## config.mk

```make
export PLATFORM = sky130hd
export DESIGN_NAME = pipeline_hazard_ctrl
export DESIGN_NICKNAME = d
export VERILOG_FILES = /design/src/rtl/pipeline_hazard_ctrl.sv
export SDC_FILE = /design/constraint.sdc
export NUM_CORES = 1
export LEC_CHECK = 0
export BUFFER_PORTS_ARGS = -buffer_cell sky130_fd_sc_hd__buf_4
export CORE_ASPECT_RATIO = 1.75
export CORE_MARGIN = 2
export CORE_UTILIZATION = 40
export DETAILED_ROUTE_END_ITERATION = 8
export RECOVER_POWER = 25
export SYNTH_ARGS = -nofsm -noshare
export SYNTH_HDL_FRONTEND = slang
export SYNTH_SLANG_ARGS = --single-unit
```

## constraint.sdc

```tcl
create_clock -name clk -period 5.5 [get_ports clk]
set_input_delay 0.275 -clock clk [delete_from_list [all_inputs] [get_ports clk]]
set_output_delay 0.275 -clock clk [all_outputs]
set_load 0.05 [all_outputs]
```

## src/rtl/pipeline_hazard_ctrl.sv

```systemverilog
// pipeline_hazard_ctrl
// Central stall/flush sequencer for the five-stage RV32I pipeline.
// Resolves, in priority order, a data-memory wait, a taken branch/jump
// redirect and a load-use hazard, and drives the hold/bubble/flush
// controls of the PC and the pipeline registers. A watchdog turns an
// over-long data-memory wait into a sticky timeout error, and two 32-bit
// counters record stalled and flushed cycles.

module pipeline_hazard_ctrl #(
    parameter int unsigned MEM_TIMEOUT = 64
) (
    input  logic        clk,
    input  logic        rst_n,

    input  logic [4:0]  i_id_rs1_num,
    input  logic [4:0]  i_id_rs2_num,
    input  logic        i_id_uses_rs1,
    input  logic        i_id_uses_rs2,

    input  logic        i_ex_valid,
    input  logic [6:0]  i_ex_opcode,
    input  logic [4:0]  i_ex_rd_num,
    input  logic        i_branch_taken,

    input  logic        i_mem_valid,
    input  logic        i_mem_ready,

    output logic        o_stall_pc,
    output logic        o_stall_if_id,
    output logic        o_stall_id_ex,
    output logic        o_stall_ex_mem,
    output logic        o_bubble_id_ex,
    output logic        o_bubble_mem_wb,
    output logic        o_flush_if_id,
    output logic        o_timeout,
    output logic [1:0]  o_state,
    output logic [31:0] o_stall_cnt,
    output logic [31:0] o_flush_cnt
);

    localparam logic [6:0]  OPC_LOAD      = 7'b0000011;
    localparam logic [31:0] TIMEOUT_LIMIT = 32'(MEM_TIMEOUT);
    localparam logic [31:0] WAIT_CNT_MAX  = 32'hFFFF_FFFF;

    typedef enum logic [1:0] {
        ST_RUN      = 2'd0,
        ST_MEM_WAIT = 2'd1,
        ST_TIMEOUT  = 2'd2
    } state_t;

    state_t      state_q,     state_d;
    logic [31:0] wait_cnt_q,  wait_cnt_d;
    logic [31:0] stall_cnt_q, stall_cnt_d;
    logic [31:0] flush_cnt_q, flush_cnt_d;
    logic        timeout_q,   timeout_d;

    // Raw hazard conditions seen this cycle
    logic miss;
    logic redirect;
    logic rs1_hit;
    logic rs2_hit;
    logic load_use;

    // Decisions made by the sequencer for this cycle
    logic hold_all;   // freeze the front of the pipe, bubble into MEM/WB
    logic resolve;    // the memory side is quiet, so branch/load-use apply

    // Decode the three hazard sources; x0 as a destination never hazards
    always_comb begin
        miss     = i_mem_valid & ~i_mem_ready;
        redirect = i_ex_valid & i_branch_taken;
        rs1_hit  = i_id_uses_rs1 & (i_id_rs1_num == i_ex_rd_num);
        rs2_hit  = i_id_uses_rs2 & (i_id_rs2_num == i_ex_rd_num);
        load_use = i_ex_valid
                 & (i_ex_opcode == OPC_LOAD)
                 & (i_ex_rd_num != 5'd0)
                 & (rs1_hit | rs2_hit);
    end

    // Next-state logic for the memory-wait sequencer and its watchdog
    always_comb begin
        state_d    = state_q;
        wait_cnt_d = wait_cnt_q;
        timeout_d  = timeout_q;
        hold_all   = 1'b0;
        resolve    = 1'b0;

        case (state_q)
            ST_RUN: begin
                if (miss) begin
                    hold_all   = 1'b1;
                    state_d    = ST_MEM_WAIT;
                    wait_cnt_d = 32'd1;
                end else begin
                    resolve = 1'b1;
                end
            end

            ST_MEM_WAIT: begin
                if (!i_mem_ready) begin
                    hold_all = 1'b1;
                    // Saturate rather than wrap so a disabled watchdog
                    // never sees a misleading small count.
                    if (wait_cnt_q != WAIT_CNT_MAX) begin
                        wait_cnt_d = wait_cnt_q + 32'd1;
                    end
                    if ((MEM_TIMEOUT != 0) && (wait_cnt_q == TIMEOUT_LIMIT)) begin
                        state_d   = ST_TIMEOUT;
                        timeout_d = 1'b1;
                    end
                end else begin
                    // Ready wins over a timeout due in the same cycle; the
                    // pending branch or load-use is resolved right here.
                    resolve    = 1'b1;
                    state_d    = ST_RUN;
                    wait_cnt_d = 32'd0;
                end
            end

            ST_TIMEOUT: begin
                // Only reset leaves this state; ready is ignored.
                hold_all = 1'b1;
            end

            default: begin
                state_d    = ST_RUN;
                wait_cnt_d = 32'd0;
            end
        endcase
    end

    // Pipeline control outputs; reset forces the pipe into a flushed state
    always_comb begin
        o_stall_pc      = 1'b0;
        o_stall_if_id   = 1'b0;
        o_stall_id_ex   = 1'b0;
        o_stall_ex_mem  = 1'b0;
        o_bubble_id_ex  = 1'b0;
        o_bubble_mem_wb = 1'b0;
        o_flush_if_id   = 1'b0;

        if (!rst_n) begin
            o_flush_if_id   = 1'b1;
            o_bubble_id_ex  = 1'b1;
            o_bubble_mem_wb = 1'b1;
        end else if (hold_all) begin
            o_stall_pc      = 1'b1;
            o_stall_if_id   = 1'b1;
            o_stall_id_ex   = 1'b1;
            o_stall_ex_mem  = 1'b1;
            o_bubble_mem_wb = 1'b1;
        end else if (resolve && redirect) begin
            // The ID instruction is on the wrong path, so a load-use
            // hazard against it is irrelevant.
            o_flush_if_id   = 1'b1;
            o_bubble_id_ex  = 1'b1;
        end else if (resolve && load_use) begin
            // One bubble suffices: next cycle the load sits in MEM and
            // its result is forwardable.
            o_stall_pc      = 1'b1;
            o_stall_if_id   = 1'b1;
            o_bubble_id_ex  = 1'b1;
        end
    end

    // Performance counters wrap naturally at 32 bits
    always_comb begin
        stall_cnt_d = stall_cnt_q + {31'd0, o_stall_pc};
        flush_cnt_d = flush_cnt_q + {31'd0, o_flush_if_id};
    end

    // State, watchdog and counter registers with synchronous reset
    always_ff @(posedge clk) begin
        if (!rst_n) begin
            state_q     <= ST_RUN;
            wait_cnt_q  <= 32'd0;
            stall_cnt_q <= 32'd0;
            flush_cnt_q <= 32'd0;
            timeout_q   <= 1'b0;
        end else begin
            state_q     <= state_d;
            wait_cnt_q  <= wait_cnt_d;
            stall_cnt_q <= stall_cnt_d;
            flush_cnt_q <= flush_cnt_d;
            timeout_q   <= timeout_d;
        end
    end

    assign o_timeout   = timeout_q;
    assign o_state     = state_q;
    assign o_stall_cnt = stall_cnt_q;
    assign o_flush_cnt = flush_cnt_q;

endmodule

```

Word-level counts from Yosys, hierarchy flattened
Cells that the tools add are included.
Widths: inputs -> output; s select.
{"block": "classes", "n_bitwise": 10, "reduce_logical": 7, "addsub": 3, "muxes": 27, "eq_ne": 10}
{"operator": "$mux 32", "count": 3}
{"operator": "$pmux 32 s3", "count": 1}
{"operator": "$add 32x1->32", "count": 2}
{"operator": "$add 32x1->32 const B", "count": 1}
{"operator": "$eq 32x7->1 const B", "count": 1}
{"operator": "$ne 32x32->1 const B", "count": 1}
{"operator": "$mux 1", "count": 17}
{"operator": "$eq 5x5->1", "count": 2}
{"operator": "$reduce_and 3->1", "count": 3}
{"operator": "$and 1x1->1", "count": 7}
{"operator": "$eq 7x2->1 const B", "count": 1}
{"operator": "$mux 2", "count": 3}
{"operator": "$ne 3x3->1 const B", "count": 2}
{"operator": "$pmux 2 s3", "count": 1}
{"operator": "$reduce_bool 5->1", "count": 1}
{"operator": "$pmux 1 s3", "count": 1}
{"operator": "$eq 2x1->1 const B", "count": 1}
{"operator": "$eq 2x2->1 const B", "count": 1}
{"operator": "$logic_and 1x1->1", "count": 2}
{"operator": "$logic_not 2->1", "count": 1}
{"operator": "$ne 2x2->1 const B", "count": 1}
{"operator": "$not 1->1", "count": 2}
{"operator": "$pmux 1 s2", "count": 1}
{"operator": "$or 1x1->1", "count": 1}
{"block": "word_totals", "output_inout_bits": 74, "reg_bits": 99, "word_cells": 62}

Logic depth before layout (Yosys ltp)
Gate-level depths: netlist of run 1.
{"block": "logic_depth", "word_depth": 10, "depth_mapped": 12}

Worst setup path before layout of run 1
No wires, ideal clock.
{"block": "synth_path", "path_type": "flip-flop to flip-flop", "startpoint": "register state_q[0] (netlist: o_state[0])", "endpoint": "register stall_cnt_q[26] (netlist: o_stall_cnt[26])", "required_time_ps": 5372, "slack_ps": 1236, "period_less_slack_ps": 4264, "setup_time_ps": 128, "arrival_ps": 4136, "stages_incl_launch_ff": 13, "path_buffers": 2, "path_cell_list": "dfxtp_1 > buf_2 > nor2_1 > o21ai_0 > o21ai_0 > a21oi_1 > ha_1 > ha_1 > nand4_1 > clkbuf_1 > nor4_1 > xnor2_1 > nor2_1"}
{"block": "synth_via", "elab_chain_cells": 8}
{"item": "start: declaration", "line_no": "51", "text": "state_t state_q, state_d;"}
{"item": "start signal: assignment", "line_no": "181", "text": "state_q <= state_d;"}
{"item": "$eq 2x1->1 or $logic_not 2->1 (tied branches)", "line_no": "88", "text": "case (state_q)"}
{"item": "$pmux 1 s2", "line_no": "88"}
{"item": "$logic_and 1x1->1", "line_no": "157", "text": "end else if (resolve && load_use) begin"}
{"item": "$mux 1 (2 in a row)"}
{"item": "$mux 1 * (2 in a row)"}
{"item": "net o_stall_if_id", "line_no": "29", "text": "output logic o_stall_if_id,"}
{"item": "$add 32x1->32 *", "line_no": "168", "text": "stall_cnt_d = stall_cnt_q + {31'd0, o_stall_pc};"}
{"item": "end signal: assignment", "line_no": "183", "text": "stall_cnt_q <= stall_cnt_d;"}
{"item": "end: declaration", "line_no": "53", "text": "logic [31:0] stall_cnt_q, stall_cnt_d;"}
Mark *: on every way through the listed nets, which the timed path passes. The rest lies on a longest branch.
A chain may end at the register's enable or synchronous reset.

Final worst setup path of run 1
{"block": "layout_path", "startpoint": "register state_q[0] (netlist: o_state[0])", "endpoint": "register flush_cnt_q[22] (netlist: o_flush_cnt[22])"}
{"block": "layout_via", "elab_chain_cells": 7}
{"item": "$eq 2x1->1 or $logic_not 2->1 (tied branches)", "line_no": "88"}
{"item": "$pmux 1 s2", "line_no": "88"}
{"item": "$logic_and 1x1->1", "line_no": "152", "text": "end else if (resolve && redirect) begin"}
{"item": "$mux 1", "line_no": "152"}
{"item": "$mux 1 *", "line_no": "146", "text": "end else if (hold_all) begin"}
{"item": "$mux 1 *", "line_no": "142", "text": "if (!rst_n) begin"}
{"item": "$add 32x1->32 *", "line_no": "169", "text": "flush_cnt_d = flush_cnt_q + {31'd0, o_flush_if_id};"}
{"item": "end signal: assignment", "line_no": "184", "text": "flush_cnt_q <= flush_cnt_d;"}
{"item": "end: declaration", "line_no": "54", "text": "logic [31:0] flush_cnt_q, flush_cnt_d;"}
Every way passes the cells marked *; elsewhere a longest branch is shown, timed or not.

==> results of run 1 <==
per-stage QoR:
| step | worst slack, ns | util [%] |
|---|---|---|
| floorplan | 1.24 | - |
| global placement | 2.23 | 47.8 |
| detailed placement | 2.12 | 47.8 |
| CTS | 2.25 | 50.3 |
| global route | 1.92 | 48.9 |
| finish | 2.29 | 48.9 |
worst min-delay path, stage by stage:
cell	delay (ns)
buf_4	0.12
nor3_1	0.06
nand2_1	0.06
a21oi_1	0.03
placed cells by master, fill, tap and decap left out, types with 24 or more instances in the layout:
cell type,instances
or3_1,24
a21oi_1,27
nand2_1,35
nand3_1,29
xnor2_1,37
nor2_1,82
buf_4,62
clkbuf_1,43
xor2_1,32
o21ai_0,25
dfxtp_1,99
cells by family (layout without fill, tap and decap cells):
logic type                 Yosys count  count (layout)  share of synthesized area (%)
AOI/OAI and AO/OA                   74              74                           9.43
xor gates and xnor gates            69              69                           12.5
adders and majority gates            6               6                           1.55
buffers and inverters               42             139                           3.78
DFF                                 99              99                           41.0
muxes                                2               2                          0.415
and+or+nand+nor                    283             283                           31.3
area by class of cell:
cell class	count	area (µm²)	area share, %
clock buffer	10	239	4.12
clock inverter	6	55.1	0.948
inverter	18	67.6	1.16
multi-input combinational	434	2670	45.9
sequential	99	1980	34.1
tap	137	171	2.95
timing repair buffer	105	627	10.8
Yosys cell counts, drive strengths merged, types with 2 or more instances:
| library cell | instances |
|---|---|
| nor4 | 18 |
| o21ai | 26 |
| nand2 | 35 |
| and2 | 7 |
| xor2 | 32 |
| xnor2 | 37 |
| nand3 | 29 |
| or4 | 7 |
| buf | 7 |
| nor3 | 21 |
| ha | 6 |
| inv | 18 |
| nor3b | 2 |
| nor4bb | 2 |
| and3 | 14 |
| nand4 | 26 |
| nor2 | 82 |
| nor2b | 3 |
| or3 | 24 |
| o211ai | 3 |
| o2111ai | 3 |
| o31ai | 4 |
| clkbuf | 17 |
| and4 | 10 |
| o311ai | 2 |
| a21oi | 27 |
| mux2i | 2 |
| dfxtp | 99 |
flip-flops by register name (all words and copies together), names as in the netlist:
name / cells
o_flush_cnt: 32
o_stall_cnt: 32
wait_cnt_q: 32
o_state: 2
o_timeout: 1
worst paths after layout:
check                  start         endpoint  slack, ns
max               o_state[0]  o_flush_cnt[22]       2.29
min              i_mem_ready       o_state[0]       0.25
max reg2reg       o_state[0]  o_flush_cnt[22]       2.29
min reg2reg  o_flush_cnt[31]  o_flush_cnt[31]       0.49
layer usage:
layer,up-vias,track usage (%),part of all wire [%]
met5,-,0,0
met4,0,9.14,2.6
met3,24,2.99,3.7
met2,86,36.5,54
met1,2123,21.4,40
li1,2229,-,-
where the power goes:
group	total [mW]	internal (mW)	switching (mW)
combinational	0.0902	0.0310	0.0591
sequential	0.724	0.720	0.00427
clock	0.624	0.329	0.295
total	1.44	1.08	0.358
==> run_results.csv, run 1 <==
group,metric,value,unit
logic_synthesis,synth_edf_count,0,
worst_setup_path,cp.required,5.71,ns
timing,skew,0.00893,ns
floorplanning,dieWidth,87.1,µm
clock_network,cts_tree,"built",
worst_setup_path,critical_path_buf_inv_count,0,
finish,num_antenna_cells,0,
clock_network,post_cts_buffers,0,
logic_synthesis,synth_top_area_cell,"dfxtp_1",
clock_network,cts.sinks,99,
placed_design,place_area,5670,µm²
detailed_routing,avgViaCountPerCell,5.52,
clock_network,cts.repair.resized,0,
finish,fillerInstances,1223,
floorplanning,top_level_ports,104,
logic_synthesis,netlist_instances,575,
power_and_ir_drop,peakVddDrop,170,µV
clock_network,clk_latency,0.35,ns
timing,slew_headroom,39.5,%
logic_synthesis,ys_seq_elements,99,
placed_design,io_buffers,103,
finish,fin_area,5810,µm²
grt,antenna_found_initial,0,
worst_setup_path,start_kind,"flip-flop",
worst_setup_path,arrival,3.42,ns
detailed_routing,dr.pass1.iters,4,
detailed_routing,wl_per_cell,15.4,µm
power_and_ir_drop,p_leak,2.06,nW
timing,hold_violations,0,
worst_setup_path,slowest_stage,"nor3_1",
finish,area_delta_synth_final,20.2,%
timing,slew_viol_final,0,
logic_synthesis,yosys-top-cells-area,"dfxtp_1, xnor2_1, nor2_1, xor2_1, or3_1",
finish,layoutNonFillerInstCount,809,
timing,hold_ws,0.251,ns
logic_synthesis,synthFlopType,"dfxtp_1",
logic_synthesis,ys_seq_area_share,41.0,%
worst_setup_path,crit_chain,"nor2_1 > o21ai_0 > o21ai_0 > ha_1 > ha_1 > nand3_1 > nor3_1 > nand3_1 > xor2_1 > nor2_1",
power_and_ir_drop,power.total,1.44,mW
timing,fin_crit,3.21,ns
finish,drive_above_1_share,13.4,%
clock_network,clockRootBuffer,"clkbuf_16",
placed_design,dp_cells,793,
detailed_routing,vias,4462,
clock_network,cts_buffer_depth,2,
worst_setup_path,path_max_fanout,10,
logic_synthesis,yosysUniqueCellTypes,51,
detailed_routing,antenna_left,0,
detailed_routing,drc,0,
timing,fin_crit_sh,58.4,%
clock_network,numCtsBuffers,9,
timing,setup-tns-final,0,ns
outcome,status,"finished clean",
worst_setup_path,crit_cells,10,
timing,rsz0062_at_grt,"no",
placed_design,gp_congestion,0.792,
grt,grt-ovfl-total,0,
finish,nNetsFinal,703,
worst_setup_path,crit_family,"simple AND/OR/NAND/NOR gates",
floorplanning,die_h,149,µm
floorplanning,rows,53,
floorplanning,dieArea,13000,µm²
floorplanning,start_util,40.7,%
detailed_routing,wirelength,12.5,mm
clock_network,cts_max_level,3,
worst_setup_path,ff2ff_path_depth,10,
power_and_ir_drop,power_density,248,nW/µm²
detailed_routing,first_iter_violations,136,
grt,grt_max_degree,65,
placed_design,place_hpwl,9.41,mm
grt,grt_util_all_layers,19.7,%
timing,tightest_slew,0.902,ns
logic_synthesis,netlist_area,4830,µm²
clock_network,clk_pin_slew_worst_paths,0.07,ns
worst_setup_path,endpoint_kind,"flip-flop",
timing,max_freq,311,MHz
job,maxCapViolations,0,
timing,setup_viol,0,
floorplanning,core-area,11900,µm²
grt,grt_pass1_vias,4245,
hold_path,hold_depth,4,
logic_synthesis,syn_area_per_cell,8.40,µm²
grt,grt_pass1_wl,20.4,mm
clock_network,cts_hold_buffers,0,
logic_synthesis,synthArstFlopShare,0,%
worst_setup_path,crit_type,"reg -> reg",
worst_setup_path,cp_slowest_stage_delay,0.75,ns
logic_synthesis,post-synth-top-area-fraction,41.0,%
logic_synthesis,yosys_warnings,0,
hold_path,min_path_type,"in -> reg",
logic_synthesis,syn_nets,611,
Note: power is estimated with default switching activity, not from simulation.
==> run 2: changes to the inputs <==
Clock period 5.5 ns to 2.7 ns, I/O delays scaled along.
==> run 2 against run 1 <==
Net effect: sequential share of layout area fell by 1.5 points; count of clock-buffer cells in the layout unchanged; critical path type unchanged; first-iteration DRC count grew 4.4%; register-to-register slack lost 2.0 ns; largest cell class unchanged; clock power up 120%; non-clock buffer count grew 12.
==> run_results.csv, run 2 (synthesis results as in run 1) <==
group,metric,value,unit
worst_setup_path,path_max_fanout,10,
timing,max_freq,414,MHz
floorplanning,top_level_ports,104,
grt,grt-ovfl-total,0,
power_and_ir_drop,power.total,3.08,mW
timing,fin_crit,2.42,ns
placed_design,pre_cts_ws,0.0398,ns
hold_path,hold_depth,4,
worst_setup_path,crit_type,"reg -> reg",
finish,mostFrequentLayoutCells,"dfxtp_1, nor2_1, buf_4",
floorplanning,start_util,40.7,%
worst_setup_path,cp.required,2.99,ns
timing,fin_crit_sh,89.5,%
worst_setup_path,arrival,2.70,ns
detailed_routing,wirelength,12.6,mm
clock_network,numCtsBuffers,9,
timing,skew,0.0100,ns
worst_setup_path,endpoint_kind,"flip-flop",
detailed_routing,antenna_left,0,
detailed_routing,avgViaCountPerCell,5.39,
placed_design,gp_congestion,0.875,
timing,slew_viol_final,0,
floorplanning,die_h,149,µm
clock_network,clk_pin_slew_worst_paths,0.06,ns
clock_network,cts_max_level,3,
detailed_routing,wl_met2,6.91,mm
clock_network,cts.sinks,99,
detailed_routing,dr.max_layer_used,"met4",
power_and_ir_drop,p_leak,2.19,nW
worst_setup_path,ff2ff_path_depth,10,
detailed_routing,dr.pass1.iters,4,
clock_network,clockRootBuffer,"clkbuf_16",
timing,hold_ws,0.115,ns
clock_network,post_cts_buffers,0,
grt,antenna_found_initial,0,
finish,drive_above_1_share,18.0,%
clock_network,cts.repair.resized,0,
timing,setup-tns-final,0,ns
clock_network,clk_latency,0.35,ns
clock_network,cts_buffer_depth,2,
clock_network,cts_hold_buffers,0,
floorplanning,core-area,11900,µm²
worst_setup_path,start_kind,"flip-flop",
floorplanning,rows,53,
detailed_routing,wl_per_cell,15.3,µm
finish,nNetsFinal,715,
finish,num_antenna_cells,0,
detailed_routing,first_iter_violations,142,
clock_network,cts_tree,"built",
detailed_routing,drc,0,
power_and_ir_drop,power_density,505,nW/µm²
timing,hold_violations,0,
grt,grt_pass1_wl,20.5,mm
finish,fin_area,6090,µm²
hold_path,min_path_type,"in -> reg",
grt,grt_max_degree,42,
timing,timing.final.ws_setup,0.283,ns
detailed_routing,wl_met3,445,µm
timing,rsz0062_at_grt,"no",
timing,setup_viol,0,
finish,fillerInstances,1167,
floorplanning,dieArea,13000,µm²
outcome,status,"finished clean",
detailed_routing,drt-met1-wl,4.89,mm
finish,final_common_cell,"dfxtp_1",
power_and_ir_drop,peakVddDrop,354,µV
finish,area_delta_synth_final,26.1,%
grt,grt_util_all_layers,20.0,%
grt,grt_pass1_vias,4300,
timing,tightest_slew,0.760,ns
placed_design,place_area,5920,µm²
timing,slew_headroom,49.3,%
detailed_routing,vias,4429,
placed_design,io_buffers,103,
floorplanning,dieWidth,87.1,µm
job,maxCapViolations,0,
placed_design,place_hpwl,9.63,mm
## run 2: cell count changes in the layout (fill, tap and decap cells not counted), sizes merged
cell      before  now
clkinvlp       0    1
buf           62   74
bufinv         0    2
inv           22   19
## run 2: where the power goes
| group | internal (mW) | switching [mW] |
|---|---|---|
| Sequential | 1.47 | 0.00962 |
| Clock | 0.838 | 0.564 |
| Combinational | 0.0712 | 0.126 |
| Total | 2.38 | 0.699 |
## run 2: worst paths after layout
| check | endpoint | from | slack (ns) |
|---|---|---|---|
| setup / recovery | o_flush_cnt[28] | o_state[0] | 0.28 |
| hold / removal | o_state[0] | i_mem_ready | 0.12 |
| setup reg to reg | o_flush_cnt[28] | o_state[0] | 0.28 |
| hold reg to reg | o_timeout | o_timeout | 0.48 |
## run 2: metrics by stage
step	util [%]	std cells
after floorplan	-	575
after global placement	49.9	805
after detailed placement	49.9	805
after CTS	52.7	821
after global routing	51.3	821
final	51.3	821
## run 2: worst max-delay path, stage by stage (launching register included)
cell,delay (ns)
dfxtp_4,0.39
nor2_4,0.13
o21ai_2,0.09
o21ai_4,0.20
ha_1,0.24
ha_1,0.20
nand3_1,0.11
nor2_1,0.24
nand4_1,0.24
or4_1,0.45
nand2_1,0.07
## run 2: final cells by class
| class | instances | area [µm²] | area share (%) |
|---|---|---|---|
| clock buffers | 10 | 239 | 3.93 |
| clock inverters | 6 | 87.6 | 1.44 |
| inverters | 18 | 67.6 | 1.11 |
| multi-input cells | 434 | 2820 | 46.3 |
| flip-flops and latches | 99 | 1990 | 32.6 |
| well taps | 137 | 171 | 2.82 |
| repair buffers | 117 | 717 | 11.8 |
## run 2: layer usage
layer	track usage [%]	vias to the layer above
met1	20.8	2073
li1	-	2256
met4	7.73	0
met5	0	-
met3	3.87	18
met2	37.9	82
==> run 3: changes to the inputs <==
Settings changed: ABC_AREA set to 1.
==> run 3 against run 2 <==
Net effect: flip-flop and latch count is the same; largest power group unchanged; combinational power increased by 30%; sequential power barely moved; register-to-register slack worse by 0.06 ns; die area up 18%; critical endpoint is now o_stall_cnt[22]; clock power is essentially flat; fmax down 2.4%.
==> run_results.csv, run 3 <==
group,metric,value,unit
logic_synthesis,syn_nets,932,
detailed_routing,wl_per_cell,14.8,µm
detailed_routing,antenna_left,0,
logic_synthesis,post-synth-top-area-fraction,34.7,%
finish,area_delta_synth_final,21.8,%
worst_setup_path,endpoint_kind,"flip-flop",
timing,rsz0062_at_grt,"no",
finish,fin_area,6970,µm²
logic_synthesis,yosys_warnings,0,
clock_network,cts_max_level,3,
timing,setup-tns-final,0,ns
timing,max_freq,404,MHz
clock_network,cts_tree,"built",
clock_network,clockRootBuffer,"clkbuf_16",
job,maxCapViolations,0,
timing,slew_viol_final,0,
placed_design,place_area,6770,µm²
logic_synthesis,ys_seq_area_share,34.7,%
logic_synthesis,synth_edf_count,0,
finish,num_antenna_cells,0,
worst_setup_path,arrival,2.70,ns
grt,grt_max_degree,38,
power_and_ir_drop,peakVddDrop,280,µV
logic_synthesis,yosys-top-cells-area,"dfxtp_1, nand2_1, nor2_1, inv_1, a21oi_1",
timing,hold_violations,0,
timing,tightest_slew,0.685,ns
grt,grt_pass1_vias,5793,
finish,nNetsFinal,1042,
placed_design,pre_cts_ws,0.0826,ns
detailed_routing,vias,5988,
finish,mostFrequentLayoutCells,"nand2_1, nor2_1, inv_1",
floorplanning,top_level_ports,104,
logic_synthesis,syn_area_per_cell,6.38,µm²
logic_synthesis,netlist_area,5720,µm²
timing,fin_crit_sh,91.8,%
timing,slew_headroom,54.0,%
detailed_routing,wirelength,17.6,mm
power_and_ir_drop,power.total,3.16,mW
worst_setup_path,cp.required,2.93,ns
placed_design,place_hpwl,13.7,mm
worst_setup_path,start_kind,"flip-flop",
logic_synthesis,synthFlopType,"dfxtp_1",
grt,grt_util_all_layers,23.4,%
timing,fin_crit,2.48,ns
detailed_routing,first_iter_violations,154,
logic_synthesis,synthArstFlopShare,0,%
outcome,status,"finished clean",
clock_network,cts_hold_buffers,0,
hold_path,min_path_type,"in -> reg",
timing,skew,0.0112,ns
worst_setup_path,ff2ff_path_depth,16,
clock_network,numCtsBuffers,9,
logic_synthesis,synth_commonest_cells,"nand2_1, nor2_1, inv_1",
floorplanning,dieWidth,94.4,µm
placed_design,io_buffers,103,
placed_design,gp_congestion,0.980,
logic_synthesis,synth_top_area_cell,"dfxtp_1",
worst_setup_path,crit_type,"reg -> reg",
hold_path,hold_depth,3,
floorplanning,die_h,162,µm
logic_synthesis,synth_most_common_cell,"nand2_1",
floorplanning,rows,57,
timing,timing.final.ws_setup,0.222,ns
grt,grt_pass1_wl,27.9,mm
detailed_routing,dr.pass1.iters,6,
floorplanning,core-area,13900,µm²
logic_synthesis,ys_seq_elements,99,
finish,drive_above_1_share,14.9,%
clock_network,cts_buffer_depth,2,
power_and_ir_drop,power_density,454,nW/µm²
logic_synthesis,yosysUniqueCellTypes,42,
clock_network,clk_latency,0.35,ns
detailed_routing,drc,0,
grt,grt-ovfl-total,0,
finish,final_common_cell,"nand2_1",
grt,antenna_found_initial,0,
floorplanning,start_util,41.1,%
logic_synthesis,netlist_instances,896,
power_and_ir_drop,p_leak,2.58,nW
worst_setup_path,path_max_fanout,7,
clock_network,cts.sinks,99,
timing,setup_viol,0,
floorplanning,dieArea,15300,µm²
detailed_routing,avgViaCountPerCell,5.04,
clock_network,clk_pin_slew_worst_paths,0.08,ns
==> run 3: changes by cell type after synthesis, moves of 23 or more <==
cell | before | now
a21oi_1 | 27 | 50
inv_1 | 17 | 122
nand2_1 | 35 | 223
nor2_1 | 82 | 131
or3_1 | 24 | 0
xnor2_1 | 37 | 3
xor2_1 | 32 | 9
==> run 3: what timing repair did <==
item / in CTS / in global routing
buffers inserted: 0 / 3
endpoints found under the setup margin: 0 / 14
endpoints found under the hold margin: 0 / 0
gates resized for setup: 0 / 6
==> run 3: worst paths after layout <==
path | from | end | slack [ns]
min reg2reg | o_timeout | o_timeout | 0.45
min | rst_n | wait_cnt_q[0] | 0.10
max | o_state[0] | o_stall_cnt[22] | 0.22
max reg2reg | o_state[0] | o_stall_cnt[22] | 0.22
==> run 3: per-layer routing <==
metal	wire, µm	part of all wire [%]	GRT usage (%)	vias up
li1	-	-	-	3095
met1	6490	37	23.0	2731
met2	9630	55	45.2	114
met3	548	3.1	3.57	48
met4	941	5.3	12.8	0
met5	0	0	0	-
==> run 3: report_power, final <==
part	switching (mW)	total [mW]	leakage, nW	internal [mW]
logic	0.173	0.256	1.62	0.0831
clock network	0.586	1.43	0.161	0.845
registers	0.00849	1.47	0.799	1.47
total	0.768	3.16	2.58	2.39
==> run 3: cell type report <==
cell class	instances	area, µm²
inverters	128	483
clock inverters	5	83.8
fillers	1511	6940
flip-flops and latches	99	1990
multi-input cells	653	3240
repair buffers	115	702
well taps	177	221
clock buffers	11	243
==> run 3: logic make-up after synthesis <==
| family | count (synthesis) | share of synthesized area, % |
|---|---|---|
| xor gates and xnor gates | 12 | 1.84 |
| AOI/OAI and AO/OA | 103 | 9.76 |
| and+or+nand+nor | 532 | 42.2 |
| buffers and inverters | 144 | 10.2 |
| DFF | 99 | 34.7 |
| adders and majority gates | 6 | 1.31 |
==> run 3: critical path, cell delays in order (launching register included) <==
cell,delay [ns]
dfxtp_4,0.36
nor2_2,0.14
nand2_1,0.06
o21ai_1,0.11
nand3_1,0.09
nor2_1,0.10
nand2_1,0.11
o21bai_4,0.20
ha_4,0.17
ha_2,0.20
nand2_1,0.10
nor2_2,0.15
nand2_2,0.13
inv_2,0.12
nand3_1,0.09
nor2_1,0.15
nor3b_2,0.06
==> run 3: per-stage QoR <==
step	hold slack (ns)	instances	utilization, %
after floorplan	0.301	896	-
after global placement	0.450	1169	48.7
after detailed placement	0.449	1169	48.7
after CTS	0.0954	1185	51.0
after global routing	0.112	1188	50.1
final	0.104	1188	50.1
